--- config.mk ---
export PLATFORM = sky130hd
export DESIGN_NAME = pong_motion_ctrl_flat
export DESIGN_NICKNAME = d
export VERILOG_FILES = /design/src/rtl/pong_motion_if.sv /design/src/rtl/pong_motion_ctrl.sv /design/src/flat_wrapper.sv
export SDC_FILE = /design/constraint.sdc
export NUM_CORES = 1
export LEC_CHECK = 0
export ABC_AREA = 1
export BUFFER_PORTS_ARGS = -buffer_cell sky130_fd_sc_hd__buf_2
export CAP_MARGIN = 20
export CORE_ASPECT_RATIO = 2
export CORE_UTILIZATION = 40
export DETAILED_ROUTE_END_ITERATION = 10
export PLACE_DENSITY_LB_ADDON = 0.3
export SETUP_SLACK_MARGIN = 0.05
export SYNTH_ARGS = -nofsm -noshare
export SYNTH_HDL_FRONTEND = slang
export SYNTH_SLANG_ARGS = --single-unit
--- constraint.sdc ---
create_clock -name clk -period 3.8 [get_ports clk]
set_input_delay 0.76 -clock clk [delete_from_list [all_inputs] [get_ports clk]]
set_output_delay 0.76 -clock clk [all_outputs]
set_load 0.02 [all_outputs]
--- src/rtl/pong_motion_if.sv ---
// Signal bundle between the pingpong ball sequencer (slave) and its environment (master):
// the environment drives the control and collision inputs, the sequencer drives ball and score state.
interface pong_motion_if #(
  parameter int XW = 10,
  parameter int YW = 9,
  parameter int SW = 4
);
  logic          start;
  logic          serve_dir;
  logic          tick;
  logic          collide_l;
  logic          collide_r;
  logic [XW-1:0] ball_x;
  logic [YW-1:0] ball_y;
  logic          vx_neg;
  logic          vy_neg;
  logic [SW-1:0] score_l;
  logic [SW-1:0] score_r;
  logic          hit_pulse;
  logic          miss_pulse;
  logic          halt;
  logic          game_over;
  logic          winner;

  modport master (
    output start, serve_dir, tick, collide_l, collide_r,
    input  ball_x, ball_y, vx_neg, vy_neg, score_l, score_r,
    input  hit_pulse, miss_pulse, halt, game_over, winner
  );

  modport slave (
    input  start, serve_dir, tick, collide_l, collide_r,
    output ball_x, ball_y, vx_neg, vy_neg, score_l, score_r,
    output hit_pulse, miss_pulse, halt, game_over, winner
  );
endinterface

--- src/rtl/pong_motion_ctrl.sv ---
// Pingpong ball sequencer: steps the ball once per frame tick, resolves walls, paddles and misses,
// and keeps both scores. Define PONG_SPEEDUP_EN to raise the speed every HITS_PER_LEVEL paddle hits.
module pong_motion_ctrl #(
  parameter int XW             = 10,
  parameter int YW             = 9,
  parameter int FIELD_W        = 640,
  parameter int FIELD_H        = 480,
  parameter int INIT_X         = 320,
  parameter int INIT_Y         = 240,
  parameter int SW             = 4,
  parameter int WIN_SCORE      = 11,
  parameter int MAX_SPEED      = 4,
  parameter int HITS_PER_LEVEL = 4
) (
  input  logic         clk,
  input  logic         rst_n,
  pong_motion_if.slave mif
);

  localparam logic [2:0] S_WAIT    = 3'd0;
  localparam logic [2:0] S_SERVE   = 3'd1;
  localparam logic [2:0] S_MOVE    = 3'd2;
  localparam logic [2:0] S_CALC    = 3'd3;
  localparam logic [2:0] S_COLLIDE = 3'd4;
  localparam logic [2:0] S_UPDATE  = 3'd5;
  localparam logic [2:0] S_POINT   = 3'd6;
  localparam logic [2:0] S_OVER    = 3'd7;

  localparam logic [XW-1:0]      INIT_XV = XW'(INIT_X);
  localparam logic [YW-1:0]      INIT_YV = YW'(INIT_Y);
  localparam logic signed [XW:0] X_ZERO  = '0;
  localparam logic signed [XW:0] X_MAX   = (XW+1)'(FIELD_W - 1);
  localparam logic signed [YW:0] Y_ZERO  = '0;
  localparam logic signed [YW:0] Y_MAX   = (YW+1)'(FIELD_H - 1);
  localparam logic [SW-1:0]      WIN_SC  = SW'(WIN_SCORE);

  logic [2:0]          state_q, state_d;
  logic [XW-1:0]       ball_x_q, ball_x_d;
  logic [YW-1:0]       ball_y_q, ball_y_d;
  logic                vx_neg_q, vx_neg_d;
  logic                vy_neg_q, vy_neg_d;
  logic [SW-1:0]       score_l_q, score_l_d;
  logic [SW-1:0]       score_r_q, score_r_d;
  logic                hit_pulse_q, hit_pulse_d;
  logic                miss_pulse_q, miss_pulse_d;
  logic                winner_q, winner_d;
  logic                hit_q, hit_d;
  logic signed [XW:0]  nx_q, nx_d;
  logic signed [YW:0]  ny_q, ny_d;
  logic signed [XW:0]  step_x, bx_s, nx_fwd, nx_rev;
  logic signed [YW:0]  step_y, by_s, ny_raw;

`ifdef PONG_SPEEDUP_EN
  localparam int SPW = $clog2(MAX_SPEED + 1);
  localparam int HW  = $clog2(HITS_PER_LEVEL + 1);
  localparam logic [SPW-1:0] SPEED_MAX = SPW'(MAX_SPEED);
  localparam logic [HW-1:0]  HITS_LAST = HW'(HITS_PER_LEVEL - 1);

  logic [SPW-1:0] speed_q, speed_d;
  logic [HW-1:0]  hits_q, hits_d;

  assign step_x = (XW+1)'(speed_q);
  assign step_y = (YW+1)'(speed_q);
`else
  assign step_x = (XW+1)'(1);
  assign step_y = (YW+1)'(1);

  // Speed-up parameters stay on the instance interface so both builds share one parameter list.
  if (MAX_SPEED < 1 || HITS_PER_LEVEL < 1) begin : g_speed_cfg_unused
  end
`endif

  assign bx_s   = signed'({1'b0, ball_x_q});
  assign by_s   = signed'({1'b0, ball_y_q});
  assign nx_fwd = vx_neg_q ? bx_s - step_x : bx_s + step_x;
  assign nx_rev = vx_neg_q ? bx_s + step_x : bx_s - step_x;
  assign ny_raw = vy_neg_q ? by_s - step_y : by_s + step_y;

  always_comb begin
    state_d      = state_q;
    ball_x_d     = ball_x_q;
    ball_y_d     = ball_y_q;
    vx_neg_d     = vx_neg_q;
    vy_neg_d     = vy_neg_q;
    score_l_d    = score_l_q;
    score_r_d    = score_r_q;
    winner_d     = winner_q;
    hit_d        = hit_q;
    nx_d         = nx_q;
    ny_d         = ny_q;
    hit_pulse_d  = 1'b0;
    miss_pulse_d = 1'b0;
`ifdef PONG_SPEEDUP_EN
    speed_d      = speed_q;
    hits_d       = hits_q;
`endif
    case (state_q)
      S_WAIT, S_OVER: begin
        if (mif.start) begin
          score_l_d = '0;
          score_r_d = '0;
          state_d   = S_SERVE;
        end
      end
      S_SERVE: begin
        ball_x_d = INIT_XV;
        ball_y_d = INIT_YV;
        vx_neg_d = ~mif.serve_dir;
`ifdef PONG_SPEEDUP_EN
        speed_d  = SPW'(1);
        hits_d   = '0;
`endif
        state_d  = S_MOVE;
      end
      S_MOVE: begin
        if (mif.tick) state_d = S_CALC;
      end
      S_CALC: begin
        nx_d  = nx_fwd;
        hit_d = 1'b0;
        if (ny_raw <= Y_ZERO) begin
          ny_d     = Y_ZERO;
          vy_neg_d = ~vy_neg_q;
        end else if (ny_raw >= Y_MAX) begin
          ny_d     = Y_MAX;
          vy_neg_d = ~vy_neg_q;
        end else begin
          ny_d = ny_raw;
        end
        state_d = S_COLLIDE;
      end
      S_COLLIDE: begin
        // Only a paddle facing the ball's direction of travel reflects it.
        if ((mif.collide_l && vx_neg_q) || (mif.collide_r && !vx_neg_q)) begin
          vx_neg_d    = ~vx_neg_q;
          nx_d        = nx_rev;
          hit_d       = 1'b1;
          hit_pulse_d = 1'b1;
`ifdef PONG_SPEEDUP_EN
          if (hits_q == HITS_LAST) begin
            hits_d = '0;
            if (speed_q != SPEED_MAX) speed_d = speed_q + 1'b1;
          end else begin
            hits_d = hits_q + 1'b1;
          end
`endif
        end
        state_d = S_UPDATE;
      end
      S_UPDATE: begin
        if (!hit_q && nx_q <= X_ZERO) begin
          if (score_r_q != WIN_SC) score_r_d = score_r_q + 1'b1;
          miss_pulse_d = 1'b1;
          state_d      = S_POINT;
        end else if (!hit_q && nx_q >= X_MAX) begin
          if (score_l_q != WIN_SC) score_l_d = score_l_q + 1'b1;
          miss_pulse_d = 1'b1;
          state_d      = S_POINT;
        end else begin
          ball_x_d = nx_q[XW-1:0];
          ball_y_d = ny_q[YW-1:0];
          state_d  = S_MOVE;
        end
      end
      S_POINT: begin
        if (score_l_q == WIN_SC) begin
          winner_d = 1'b0;
          state_d  = S_OVER;
        end else if (score_r_q == WIN_SC) begin
          winner_d = 1'b1;
          state_d  = S_OVER;
        end else if (mif.start) begin
          state_d = S_SERVE;
        end
      end
      default: state_d = S_WAIT;
    endcase
  end

  always_ff @(posedge clk or negedge rst_n) begin
    if (!rst_n) begin
      state_q      <= S_WAIT;
      ball_x_q     <= INIT_XV;
      ball_y_q     <= INIT_YV;
      vx_neg_q     <= 1'b0;
      vy_neg_q     <= 1'b0;
      score_l_q    <= '0;
      score_r_q    <= '0;
      hit_pulse_q  <= 1'b0;
      miss_pulse_q <= 1'b0;
      winner_q     <= 1'b0;
      hit_q        <= 1'b0;
      nx_q         <= '0;
      ny_q         <= '0;
`ifdef PONG_SPEEDUP_EN
      speed_q      <= SPW'(1);
      hits_q       <= '0;
`endif
    end else begin
      state_q      <= state_d;
      ball_x_q     <= ball_x_d;
      ball_y_q     <= ball_y_d;
      vx_neg_q     <= vx_neg_d;
      vy_neg_q     <= vy_neg_d;
      score_l_q    <= score_l_d;
      score_r_q    <= score_r_d;
      hit_pulse_q  <= hit_pulse_d;
      miss_pulse_q <= miss_pulse_d;
      winner_q     <= winner_d;
      hit_q        <= hit_d;
      nx_q         <= nx_d;
      ny_q         <= ny_d;
`ifdef PONG_SPEEDUP_EN
      speed_q      <= speed_d;
      hits_q       <= hits_d;
`endif
    end
  end

  assign mif.ball_x     = ball_x_q;
  assign mif.ball_y     = ball_y_q;
  assign mif.vx_neg     = vx_neg_q;
  assign mif.vy_neg     = vy_neg_q;
  assign mif.score_l    = score_l_q;
  assign mif.score_r    = score_r_q;
  assign mif.hit_pulse  = hit_pulse_q;
  assign mif.miss_pulse = miss_pulse_q;
  assign mif.winner     = winner_q;
  assign mif.game_over  = (state_q == S_OVER);
  assign mif.halt       = (state_q == S_WAIT) || (state_q == S_POINT) || (state_q == S_OVER);

endmodule

--- src/flat_wrapper.sv ---
// flat-port wrapper written by rule: the top's interface ports become plain ports
module pong_motion_ctrl_flat 
#(
  parameter int XW             = 10,
  parameter int YW             = 9,
  parameter int FIELD_W        = 640,
  parameter int FIELD_H        = 480,
  parameter int INIT_X         = 320,
  parameter int INIT_Y         = 240,
  parameter int SW             = 4,
  parameter int WIN_SCORE      = 11,
  parameter int MAX_SPEED      = 4,
  parameter int HITS_PER_LEVEL = 4
)
  (clk, rst_n, mif_start, mif_serve_dir, mif_tick, mif_collide_l, mif_collide_r, mif_ball_x, mif_ball_y, mif_vx_neg, mif_vy_neg, mif_score_l, mif_score_r, mif_hit_pulse, mif_miss_pulse, mif_halt, mif_game_over, mif_winner);
  pong_motion_if #(.XW(XW), .YW(YW), .SW(SW)) mif_i ();
  input  logic clk;
  input  logic rst_n;
  input wire logic [$bits(mif_i.start)-1:0] mif_start;
  input wire logic [$bits(mif_i.serve_dir)-1:0] mif_serve_dir;
  input wire logic [$bits(mif_i.tick)-1:0] mif_tick;
  input wire logic [$bits(mif_i.collide_l)-1:0] mif_collide_l;
  input wire logic [$bits(mif_i.collide_r)-1:0] mif_collide_r;
  output wire logic [$bits(mif_i.ball_x)-1:0] mif_ball_x;
  output wire logic [$bits(mif_i.ball_y)-1:0] mif_ball_y;
  output wire logic [$bits(mif_i.vx_neg)-1:0] mif_vx_neg;
  output wire logic [$bits(mif_i.vy_neg)-1:0] mif_vy_neg;
  output wire logic [$bits(mif_i.score_l)-1:0] mif_score_l;
  output wire logic [$bits(mif_i.score_r)-1:0] mif_score_r;
  output wire logic [$bits(mif_i.hit_pulse)-1:0] mif_hit_pulse;
  output wire logic [$bits(mif_i.miss_pulse)-1:0] mif_miss_pulse;
  output wire logic [$bits(mif_i.halt)-1:0] mif_halt;
  output wire logic [$bits(mif_i.game_over)-1:0] mif_game_over;
  output wire logic [$bits(mif_i.winner)-1:0] mif_winner;
  assign mif_i.start = mif_start;
  assign mif_i.serve_dir = mif_serve_dir;
  assign mif_i.tick = mif_tick;
  assign mif_i.collide_l = mif_collide_l;
  assign mif_i.collide_r = mif_collide_r;
  assign mif_ball_x = mif_i.ball_x;
  assign mif_ball_y = mif_i.ball_y;
  assign mif_vx_neg = mif_i.vx_neg;
  assign mif_vy_neg = mif_i.vy_neg;
  assign mif_score_l = mif_i.score_l;
  assign mif_score_r = mif_i.score_r;
  assign mif_hit_pulse = mif_i.hit_pulse;
  assign mif_miss_pulse = mif_i.miss_pulse;
  assign mif_halt = mif_i.halt;
  assign mif_game_over = mif_i.game_over;
  assign mif_winner = mif_i.winner;
  pong_motion_ctrl #(.XW(XW), .YW(YW), .FIELD_W(FIELD_W), .FIELD_H(FIELD_H), .INIT_X(INIT_X), .INIT_Y(INIT_Y), .SW(SW), .WIN_SCORE(WIN_SCORE), .MAX_SPEED(MAX_SPEED), .HITS_PER_LEVEL(HITS_PER_LEVEL)) u_core (.clk(clk), .rst_n(rst_n), .mif(mif_i));
endmodule
Word level (Yosys, flattened, before mapping):

Cells that the tools add are included.

* flip-flop bits (word level): 56
* output and inout bits: 34
* bits of input ports: 7
* word-level logic and storage cells: 111

* bitwise gates (word level): 3
* reduce and logical (&&, ||, !) cells: 24
* magnitude comparators: 4
* muxes and demuxes: 41
* $add $sub $neg: 6
* equality and inequality tests: 20

Operators by type and width (count)
* $mux W9: 4
* $mux W11: 3
* $mux W10: 3
* $mux W4: 6
* $pmux W11 S2: 1
* $pmux W3 S7: 1
* $pmux W10 S2: 1
* $mux W3: 6
* $pmux W9 S2: 1
* $pmux W4 S2: 2
* $eq A3 B3 Y1 const B: 4
* $reduce_bool A2 Y1: 6
* $add A10 B1 Y11 const B: 1
* $ge A11 B11 Y1 const B: 1
* $le A11 B1 Y1 const B: 1
* $mux W1: 11
* $sub A10 B1 Y11 const B: 1
* $add A9 B1 Y10 const B: 1
* $ge A10 B10 Y1 const B: 1
* $le A10 B1 Y1 const B: 1
* $ne A2 B1 Y1 const B: 5
* $sub A9 B1 Y10 const B: 1
* $add A4 B1 Y4 const B: 2
* $eq A4 B4 Y1 const B: 2
* 15 further kinds: 32

Depth between registers and ports, before layout:

Gate-level depths: netlist of the first run.

* depth after elaboration: 5
* mapped depth: 15
* depth with buffers taken out: 15

Worst setup path before layout of the first run:

Ideal clock, no wire load.

* path kind: register to register
* start: register u_core.vy_neg_q (netlist: u_core.mif.vy_neg)
* end: register u_core.vy_neg_q (netlist: u_core.mif.vy_neg)
* stages on the path, launching flop included: 14
* setup slack: 1.641 ns
* setup time: 0.120 ns
* period minus slack after synthesis: 2.159 ns
* required time: 3.680 ns
* data arrival time: 2.039 ns
* buffers on the path: 0
* cell sequence: dfrtp_1 fa_1 nand3_1 nand3_1 nand2_1 nand2_1 nand2_1 nand2_1 nor2_1 nand2_2 nand3_2 nand2_1 nand2_1 nand2_1

* cells in the longest elaborated chain, start to end: 4
* elaborated cells between the ends (all ways): 8
* those cells by class: order compare (2); mux (3); bitwise (1); reduce/logical (2)

RTL lines
* from (decl): RTL line pong_motion_ctrl.sv:41 `logic vy_neg_q, vy_neg_d;`
* from (signal assigned): RTL line pong_motion_ctrl.sv:204 `vy_neg_q <= vy_neg_d;`
* $mux W10: RTL line pong_motion_ctrl.sv:77 `assign ny_raw = vy_neg_q ? by_s - step_y : by_s + step_y;`
* $ge A10 B10 Y1 / $le A10 B1 Y1 (equally long branches): RTL line pong_motion_ctrl.sv:124, pong_motion_ctrl.sv:121
* $reduce_bool A2 Y1 (no line)
* $reduce_and A2 Y1 (no line)

Several ways; a longest one is shown, not always the timed one. The select of a mux whose other input is x is not followed.
A chain may end at the register's enable or synchronous reset.

Worst setup path after layout of the first run:

Same ends and word-level chain as after synthesis.

==> summary.md, run 1 <==
| Metric | Value |
|---|---|
| Total cell area at the placement stage | `0.003752 sq mm` |
| CTS resizes | `0` |
| Overall power | `2.761 mW` |
| Area occupied by registers | `0.001409 sq mm` |
| Effective utilization at floorplan | `0.4159` |
| Synth Cell Area | `0.003473 sq mm` |
| Setup TNS | `0 ns` |
| Max stage delay cell, worst path | `sky130_fd_sc_hd__dfrtp_1` |
| Maximum number of pins on one net before global-route repair | `34` |
| Floorplan core area | `0.008351 sq mm` |
| Fraction of the cycle the final worst path needs | `0.6793` |
| F_max | `387.4 MHz` |
| Avg Vias per Cell | `5.221` |
| Critical path capture point type | `flop` |
| Placed wire-length estimate | `6.810 mm` |
| Number of hold violations in the final report | `0` |
| Initial antenna violation count | `0` |
| Largest incremental delay on the critical path | `0.57 ns` |
| Rel. slew slack | `0.5511` |
| Area of the die | `0.009082 sq mm` |
| Post-route DRC violation count | `0` |
| Worst setup slack before clock tree synthesis | `1.279 ns` |
| Setup bufs post-CTS | `0` |
| Result of the run | `complete, no violations` |
| Count of filler cells inserted in the layout | `851` |
| Clock edge transition at the registers on the reported setup and hold paths | `0.07 ns` |
| Warnings, synthesis | `0` |
| Detailed-route via count | `3195` |
| Required time at the endpoint of the critical path | `4.00 ns` |
| TritonCTS clock tree | `done` |
| Root cell of the clock tree | `sky130_fd_sc_hd__clkbuf_16` |
| Detail Route Antenna Nets | `0` |
| All-layer global routing usage | `0.2131` |
| Endpoints failing setup | `0` |
| Count of port buffers added during placement | `40` |
| Number of iterations in the first detailed-routing pass | `4` |
| Clock latency reported for the late side of the worst-skew pair | `0.30 ns` |
| Number of global-route vias before repair | `3112` |
| Hold Worst Slack | `0.4401 ns` |
| Clock buffers created by TritonCTS | `5` |
| Cell chain of the critical path | `fa_1 -> nand3_1 -> nand3_1 -> nand2_1 -> nand2_1 -> nand2_1 -> nand2_1 -> nor2_1 -> nand2_2 -> nand3_2 -> nand2_1 -> nand2_1 -> nand2_1` |
| Number of buffers on the longest clock path | `2` |
| Cells after synthesis | `473` |
| Die outline height | `133.8 um` |
| Crit start category | `flop` |
| Top FF cell, synth | `sky130_fd_sc_hd__dfrtp_1` |
| Width of the chip | `67.89 um` |
| EDFF count, synth | `0` |
| Max Transition Viols Final | `0` |
| Post-route cell area | `0.003920 sq mm` |
| Footprint of the multi-input gates | `0.001780 sq mm` |
| Transition time of the tightest slew-check pin | `0.6725 ns` |
| Final Skew | `0.008303 ns` |
| DR WL/cell | `14.50 um` |
| Total of hold buffers inserted after clock tree synthesis | `0` |
| Share of post-route cells with drive strength above 1 | `0.1459` |
| Placed Instances | `604` |
| Net count after synthesis | `495` |
| CTS sink cnt | `56` |
| Class of the tightest hold or removal check | `in2async` |
| Biggest fanout along the worst timing path | `13` |
| Non-filler instance count after layout | `612` |
| Type of the worst setup path | `reg2reg` |
| First-pass GRT wire length | `14.40 mm` |
| Time the final worst path needs with I/O delays and setup | `2.581 ns` |
| Unrepaired setup endpoints after global routing | `no` |
| Number of storage elements in the synthesis netlist | `56` |
| Total power per unit cell area | `704.4 mW/mm^2` |
| Number of top-level design ports | `41` |
| Global placement routability congestion | `0.8641` |
| CTS H-Tree Depth | `2` |
| Nets@finish | `535` |
| Distinct cell type count of the synthesized netlist | `40` |
| Area growth from synthesis to layout | `12.86%` |
| Sum of overflow across all layers after global routing | `0` |
| DRT iter0 DRCs | `108` |
| Crit path DAT | `2.78 ns` |
| Most used cells in the layout excluding fill and tap cells | `141 x sky130_fd_sc_hd__nand2_1, 55 x sky130_fd_sc_hd__inv_1, 50 x sky130_fd_sc_hd__dfrtp_1` |
| Synth Area per Inst | `7.343 sq um` |
| Routed WL | `8.875 mm` |
| Share of async-settable or async-resettable flops after synthesis | `1.000` |
| Number of inserted diodes | `0` |
| Top cell by count, worst path | `sky130_fd_sc_hd__nand2_1` |
| Placement Rows | `47` |
| Maximum ir drop on the vdd rail | `0.0003758 V` |
| Leakage Power | `2.043 nW` |
| Post-Route Utilization | `0.4694` |
| Setup slack after layout | `1.219 ns` |
| Seq/Total Area, Yosys | `0.4056` |
| Number of maximum-capacitance violations | `0` |
| Commonest non-fill, non-tap cell in the layout | `sky130_fd_sc_hd__nand2_1` |
report_power, final:
part	internal [mW]	total [mW]	switching, mW
registers	0.803	1.00	0.198
clock network	0.310	0.519	0.209
logic	0.401	1.24	0.840
total	1.51	2.76	1.25
worst max-delay path, delay by kind of cell (launching register included):
family        cells  cell delay [ns]
simple gates     12             1.33
flops             1             0.57
fa+ha+maj         1             0.57
synth_stat cells (2+ instances only):
cell                         n  area [sq um]
sky130_fd_sc_hd__nand2_1   141         529.3
sky130_fd_sc_hd__nand2_2     2         12.51
sky130_fd_sc_hd__o21ai_0    29         145.1
sky130_fd_sc_hd__buf_4       4         30.03
sky130_fd_sc_hd__nand3b_1    2         15.01
sky130_fd_sc_hd__nor2_2      4         25.02
sky130_fd_sc_hd__nor2_1     39         146.4
sky130_fd_sc_hd__clkbuf_1    2         7.510
sky130_fd_sc_hd__nor3_1      7         35.03
sky130_fd_sc_hd__xor2_1      7         61.31
sky130_fd_sc_hd__ha_1       14         175.2
sky130_fd_sc_hd__nor2_4      2         22.52
sky130_fd_sc_hd__nand3_1    38         190.2
sky130_fd_sc_hd__buf_2       2         10.01
sky130_fd_sc_hd__o21ai_1    16         80.08
sky130_fd_sc_hd__o31ai_1     3         22.52
sky130_fd_sc_hd__nand3_2     3         30.03
sky130_fd_sc_hd__inv_2       4         15.01
sky130_fd_sc_hd__inv_1      55         206.5
sky130_fd_sc_hd__nor4_1      2         12.51
sky130_fd_sc_hd__dfstp_2     6         157.7
sky130_fd_sc_hd__dfrtp_1    50          1251
sky130_fd_sc_hd__xnor2_1     3         26.28
sky130_fd_sc_hd__nand4_1     7         43.79
sky130_fd_sc_hd__a21oi_1    16         80.08
area by class of cell:
cell class,count,share of cell area
clock inverters,3,0.01085
well taps,98,0.03128
inverters,60,0.05745
multi-input cells,348,0.4542
flip-flops and latches,56,0.3594
clock buffers,5,0.03192
repair buffers,42,0.05490
state kept, by name, summed over array words and instances, names as in the netlist:
register and count:
u_core.ny_q 9, u_core.mif.vx_neg 1, u_core.mif.score_l 4, u_core.mif.vy_neg 1, u_core.mif.score_r 4, u_core.nx_q 11, u_core.mif.ball_y 9, u_core.state_q 3
u_core.mif.miss_pulse 1, u_core.mif.hit_pulse 1, u_core.hit_q 1, u_core.mif.ball_x 10, u_core.mif.winner 1
routing by layer:
| layer | GRT usage | wire length [um] | vias up |
|---|---|---|---|
| li1 | - | - | 1601 |
| met1 | 0.2117 | 3294 | 1511 |
| met2 | 0.3933 | 4917 | 60 |
| met3 | 0.03231 | 279 | 23 |
| met4 | 0.1227 | 383 | 0 |
| met5 | 0 | 0 | - |
final timing paths:
path                                         from                   end  slack [ns]  cells after the start
worst max-delay path            u_core.mif.vy_neg     u_core.mif.vy_neg        1.22                     13
worst min-delay path                        rst_n        u_core.ny_q[5]        0.44                      1
worst max register to register  u_core.mif.vy_neg     u_core.mif.vy_neg        1.22                     13
worst min register to register     u_core.ny_q[8]        u_core.ny_q[8]        0.49                      2
max in group asynchronous                   rst_n  u_core.mif.ball_y[4]        2.52                      2
min in group clk                   u_core.ny_q[8]        u_core.ny_q[8]        0.49                      2
kinds of logic after synthesis:
family	share of synthesized area
adder cells (fa/ha/maj)	0.05620
AND/OR/NAND/NOR	0.3152
multiplexers	0.002882
XOR/XNOR	0.02522
buffers and inverters	0.08177
flip-flops	0.4056
AO/OA/AOI/OAI	0.1131
(Power assumes the default switching activity.)
==> run 2: changes to the inputs <==
Clock period 3.8 ns to 2.4 ns, I/O delays scaled along.
==> run 2 against run 1 <==
Compared with the run above: clock skew fell by 0.0052 ns; clock power rose by 43%; final area rose by 1.9%; maximum frequency rose by 16%; critical path depth fell by 2; highest routed layer unchanged; first-iteration DRC count rose by 17%; sequential power rose by 58%; wire length rose by 1.2%; worst setup slack got worse by 1.0 ns; flip-flop and latch count did not move; clock-buffer cell count rose by 1.
==> summary.md, run 2 (synthesized netlist as in run 1, its figures left out) <==
| Metric | Value |
|---|---|
| Result of the run | `complete, no violations` |
| Setup TNS | `0 ns` |
| Biggest fanout along the worst timing path | `8` |
| Number of global-route vias before repair | `3167` |
| Top cell by count, worst path | `sky130_fd_sc_hd__nand2_1` |
| Final Skew | `0.003122 ns` |
| Worst r2r dst | `u_core.ny_q[3]` |
| Maximum number of pins on one net before global-route repair | `57` |
| Required time at the endpoint of the critical path | `2.59 ns` |
| Clock latency reported for the late side of the worst-skew pair | `0.30 ns` |
| Total cell area at the placement stage | `0.003800 sq mm` |
| Crit path DAT | `2.42 ns` |
| Crit start category | `flop` |
| Number of hold violations in the final report | `0` |
| Transition time of the tightest slew-check pin | `0.5751 ns` |
| R2R Path Start | `u_core.mif.vy_neg` |
| DR WL/cell | `14.58 um` |
| Post-route cell area | `0.003993 sq mm` |
| Max stage delay cell, worst path | `sky130_fd_sc_hd__dfrtp_2` |
| Share of post-route cells with drive strength above 1 | `0.1660` |
| Register bank with the most flops | `u_core.nx_q` |
| All-layer global routing usage | `0.2141` |
| Rel. slew slack | `0.6162` |
| Length in cells of the worst reg-to-reg path | `11` |
| Max Transition Viols Final | `0` |
| Count of port buffers added during placement | `40` |
| Fraction of the cycle the final worst path needs | `0.9286` |
| Maximum ir drop on the vdd rail | `0.0005637 V` |
| Class of the tightest hold or removal check | `in2async` |
| Cell chain of the critical path | `fa_2 -> nand3_1 -> nand3_1 -> nand2_1 -> nand3b_1 -> nand2_1 -> nand4_1 -> nand3_1 -> inv_1 -> nand2_1 -> nand2_1` |
| Number of inserted diodes | `0` |
| Floorplan core area | `0.008351 sq mm` |
| CTS sink cnt | `56` |
| Detailed-route via count | `3193` |
| Number of buffers on the longest clock path | `2` |
| Area occupied by registers | `0.001410 sq mm` |
| Clock edge transition at the registers on the reported setup and hold paths | `0.07 ns` |
| Number of iterations in the first detailed-routing pass | `4` |
| Type of the worst setup path | `reg2reg` |
| Detail Route Antenna Nets | `0` |
| Total power per unit cell area | `1093 mW/mm^2` |
| Nets@finish | `539` |
| Routed WL | `8.981 mm` |
| Count of filler cells inserted in the layout | `848` |
| Number of maximum-capacitance violations | `0` |
| Unrepaired setup endpoints after global routing | `yes` |
| Effective utilization at floorplan | `0.4159` |
| Area growth from synthesis to layout | `14.95%` |
| Root cell of the clock tree | `sky130_fd_sc_hd__clkbuf_16` |
| Placed wire-length estimate | `6.840 mm` |
| Clock buffers created by TritonCTS | `5` |
| Post-route DRC violation count | `0` |
| Sum of overflow across all layers after global routing | `0` |
| Largest incremental delay on the critical path | `0.49 ns` |
| Internal reg-to-reg setup slack | `0.17 ns` |
| Placement Rows | `47` |
| CTS H-Tree Depth | `2` |
| F_max | `448.7 MHz` |
| Endpoints failing setup | `0` |
| TritonCTS clock tree | `done` |
| Setup slack after layout | `0.1713 ns` |
| Number of top-level design ports | `41` |
| Width of the chip | `67.89 um` |
| Area of the die | `0.009082 sq mm` |
| Global placement routability congestion | `0.8580` |
| DRT iter0 DRCs | `126` |
| Die outline height | `133.8 um` |
| Time the final worst path needs with I/O delays and setup | `2.229 ns` |
| First-pass GRT wire length | `14.45 mm` |
| Leakage Power | `2.061 nW` |
| Worst setup slack before clock tree synthesis | `-0.08520 ns` |
| Critical path capture point type | `flop` |
| Most used cells in the layout excluding fill and tap cells | `141 x sky130_fd_sc_hd__nand2_1, 55 x sky130_fd_sc_hd__inv_1, 49 x sky130_fd_sc_hd__dfrtp_1` |
| Initial antenna violation count | `0` |
| Avg Vias per Cell | `5.183` |
| Commonest non-fill, non-tap cell in the layout | `sky130_fd_sc_hd__nand2_1` |
| Max reg flops | `11` |
| Footprint of the multi-input gates | `0.001815 sq mm` |
[run 2: worst max-delay path: cells and delay by family (launching register included)]
| family | cells | cell delay (ns) |
|---|---|---|
| adder cells (fa/ha/maj) | 1 | 0.45 |
| buffers and inverters | 1 | 0.10 |
| flip-flops | 1 | 0.49 |
| AND/OR/NAND/NOR | 9 | 1.07 |
[run 2: per-stage QoR]
step / hold slack (ns) / std cells / util / total power, mW
floorplan: 0.1844 / 473 / - / 3.011
global placement: 0.4659 / 607 / 0.4550 / 3.556
detailed placement: 0.4661 / 607 / 0.4550 / 3.604
CTS: 0.1799 / 615 / 0.4733 / 4.367
global route: 0.1969 / 616 / 0.4781 / 4.710
finish: 0.1628 / 616 / 0.4781 / 4.363
[run 2: worst max path at each step]
stage,startpoint,endpoint,cells past startpoint
after global placement,u_core.mif.vy_neg,u_core.mif.vy_neg,13
after floorplan,u_core.mif.vy_neg,u_core.mif.vy_neg,13
after global routing,u_core.mif.vy_neg,u_core.mif.vy_neg,15
after detailed placement,u_core.mif.vy_neg,u_core.mif.vy_neg,13
after CTS,u_core.mif.vy_neg,u_core.mif.vy_neg,13
final,u_core.mif.vy_neg,u_core.ny_q[3],11
[run 2: what timing repair did]
item / CTS / global route
gates resized for setup: 2 / 12
hold buffers: 0 / 0
setup buffers: 0 / 1
endpoints found under the setup margin: 7 / 10
[run 2: layer usage]
layer	global-route usage	vias up	wire length, um
met3	0.03316	17	224
met1	0.2135	1505	3373
li1	-	1619	-
met4	0.09838	0	295
met2	0.4054	52	5089
met5	0	-	0
[run 2: cell type report]
type	count	area share
multi-input combinational	348	0.4547
tap	98	0.03071
sequential	56	0.3532
inverter	60	0.05641
timing repair buffer	46	0.06769
clock buffer	6	0.03479
clock inverter	2	0.002507
[run 2: power by group]
group / internal (mW) / leakage (nW) / total [mW] / switching, mW
clock network: 0.412 / 0.0766 / 0.743 / 0.331
logic: 0.693 / 1.26 / 2.04 / 1.35
registers: 1.27 / 0.727 / 1.58 / 0.308
total: 2.38 / 2.06 / 4.36 / 1.99
==> run 3: changes to the inputs <==
Settings changed: RECOVER_POWER set to 100, SLEW_MARGIN set to 20.
==> run 3 against run 2 <==
Compared with the run above: via count is 0.34% higher; sequential power is essentially flat; total power down 1.9%; non-clock buffer count unchanged; flip-flop and latch count unchanged; worst hold slack better by 0.25 ns; worst setup slack improved by 0.017 ns; wire length shrank 0.28%; cell count is the same.
==> summary.md, run 3 (synthesized netlist as in run 1, its figures left out) <==
| Metric | Value |
|---|---|
| Result of the run | `complete, no violations` |
| Detail Route Antenna Nets | `0` |
| Crit path DAT | `2.40 ns` |
| Cell chain of the critical path | `inv_1 -> nor2_1 -> clkinv_1 -> nor2_1 -> buf_4 -> inv_1 -> nand2_4 -> nand2_2 -> nor2_2 -> xnor2_1 -> nor2_1` |
| Floorplan core area | `0.008351 sq mm` |
| Number of top-level design ports | `41` |
| Placed wire-length estimate | `6.840 mm` |
| Worst setup slack before clock tree synthesis | `-0.08520 ns` |
| Worst Hold Endpoint | `u_core.state_q[0]` |
| Fraction of the cycle the final worst path needs | `0.9216` |
| Initial antenna violation count | `0` |
| Effective utilization at floorplan | `0.4159` |
| Post-Route Utilization | `0.4688` |
| Total cell area at the placement stage | `0.003800 sq mm` |
| Internal reg-to-reg setup slack | `0.19 ns` |
| TritonCTS clock tree | `done` |
| Post-route cell area | `0.003915 sq mm` |
| Setup slack after layout | `0.1881 ns` |
| Post-route DRC violation count | `0` |
| Maximum ir drop on the vdd rail | `0.0005624 V` |
| Leakage Power | `1.929 nW` |
| Width of the chip | `67.89 um` |
| Sum of overflow across all layers after global routing | `0` |
| Detailed-route via count | `3204` |
| Time the final worst path needs with I/O delays and setup | `2.212 ns` |
| All-layer global routing usage | `0.2141` |
| Endpoints failing setup | `0` |
| Critical path capture point type | `flop` |
| Hold_sp | `mif_tick` |
| Number of global-route vias before repair | `3167` |
| F_max | `452.1 MHz` |
| First-pass GRT wire length | `14.45 mm` |
| Clock buffers created by TritonCTS | `5` |
| Hold Path Depth | `3` |
| Total of hold buffers inserted after clock tree synthesis | `0` |
| DR WL/cell | `14.54 um` |
| Routed WL | `8.956 mm` |
| Number of buffers on the longest clock path | `2` |
| Area of the die | `0.009082 sq mm` |
| Maximum number of pins on one net before global-route repair | `57` |
| Length in cells of the worst reg-to-reg path | `11` |
| Final Skew | `0.002357 ns` |
| Largest incremental delay on the critical path | `0.42 ns` |
| Worst r2r dst | `u_core.mif.score_l[3]` |
| Biggest fanout along the worst timing path | `13` |
| Area growth from synthesis to layout | `12.72%` |
| Unrepaired setup endpoints after global routing | `yes` |
| Avg Vias per Cell | `5.201` |
| Clock latency reported for the late side of the worst-skew pair | `0.29 ns` |
| R2R Path Start | `u_core.state_q[0]` |
| Type of the worst setup path | `reg2reg` |
| Non-filler instance count after layout | `616` |
| CTS sink cnt | `56` |
| Hold Worst Slack | `0.4164 ns` |
| Number of iterations in the first detailed-routing pass | `4` |
| Number of maximum-capacitance violations | `0` |
| CTS H-Tree Depth | `2` |
| Die outline height | `133.8 um` |
| Required time at the endpoint of the critical path | `2.59 ns` |
| Placement Rows | `47` |
| Max Transition Viols Final | `0` |
| Placed Instances | `607` |
| Max reg flops | `11` |
| Rel. slew slack | `0.1061` |
| Share of post-route cells with drive strength above 1 | `0.09073` |
| Top cell by count, worst path | `sky130_fd_sc_hd__nor2_1` |
| Crit start category | `flop` |
| DRT iter0 DRCs | `134` |
| Nets@finish | `539` |
| Root cell of the clock tree | `sky130_fd_sc_hd__clkbuf_16` |
| Total power per unit cell area | `1093 mW/mm^2` |
| Number of hold violations in the final report | `0` |
| Global placement routability congestion | `0.8580` |
| Transition time of the tightest slew-check pin | `1.341 ns` |
| Max stage delay cell, worst path | `sky130_fd_sc_hd__dfrtp_1` |
| Most used cells in the layout excluding fill and tap cells | `141 x sky130_fd_sc_hd__nand2_1, 56 x sky130_fd_sc_hd__inv_1, 49 x sky130_fd_sc_hd__dfrtp_1` |
| Commonest non-fill, non-tap cell in the layout | `sky130_fd_sc_hd__nand2_1` |
| Count of port buffers added during placement | `40` |
| Clock edge transition at the registers on the reported setup and hold paths | `0.07 ns` |
| Class of the tightest hold or removal check | `in2reg` |
| Register bank with the most flops | `u_core.nx_q` |
| Number of inserted diodes | `0` |
==> run 3: cell type report <==
cell class	instances	area [sq um]
fillers	862	4436
multi-input cells	348	1793
flip-flops and latches	56	1410
inverters	60	225.2
repair buffers	46	215.2
clock buffers	6	138.9
well taps	98	122.6
clock inverters	2	10.01
==> run 3: critical path, delay by kind of cell (launching register included) <==
| family | cells | cell delay, ns |
|---|---|---|
| xor gates and xnor gates | 1 | 0.12 |
| DFF | 1 | 0.42 |
| and+or+nand+nor | 6 | 0.79 |
| buffers and inverters | 4 | 0.77 |
==> run 3: metrics by stage <==
stage	TNS (ns)	total power, mW
after CTS	0	4.367
after floorplan	0	3.011
after global placement	-0.08436	3.556
after global routing	0	4.630
final	0	4.278
after detailed placement	-0.1022	3.604
==> run 3: power breakdown <==
group | leakage, nW | switching (mW) | internal (mW)
registers | 0.727 | 0.303 | 1.27
logic | 1.12 | 1.32 | 0.639
clock network | 0.0766 | 0.331 | 0.412
==> run 3: what timing repair did <==
| action | 4_1_cts | 5_1_grt |
|---|---|---|
| pin swaps | 0 | 0 |
| setup buffers | 0 | 1 |
| gates resized for setup | 2 | 12 |
| setup endpoints to repair | 7 | 10 |
| cloned | 0 | 0 |
| hold endpoints to repair | 0 | 0 |
==> run 3: per-layer routing <==
metal  wire, um  GRT usage
met1       3310     0.2135
met2       5126     0.4054
met3        224    0.03316
met4        294    0.09838
met5          0          0
==> run 3: worst max path at each step <==
| stage | startpoint | to | cells after the start |
|---|---|---|---|
| final | u_core.state_q[0] | u_core.mif.score_l[3] | 11 |
| after floorplan | u_core.mif.vy_neg | u_core.mif.vy_neg | 13 |
| after global placement | u_core.mif.vy_neg | u_core.mif.vy_neg | 13 |
| after CTS | u_core.mif.vy_neg | u_core.mif.vy_neg | 13 |
| after detailed placement | u_core.mif.vy_neg | u_core.mif.vy_neg | 13 |
| after global routing | u_core.mif.vy_neg | u_core.mif.vy_neg | 15 |
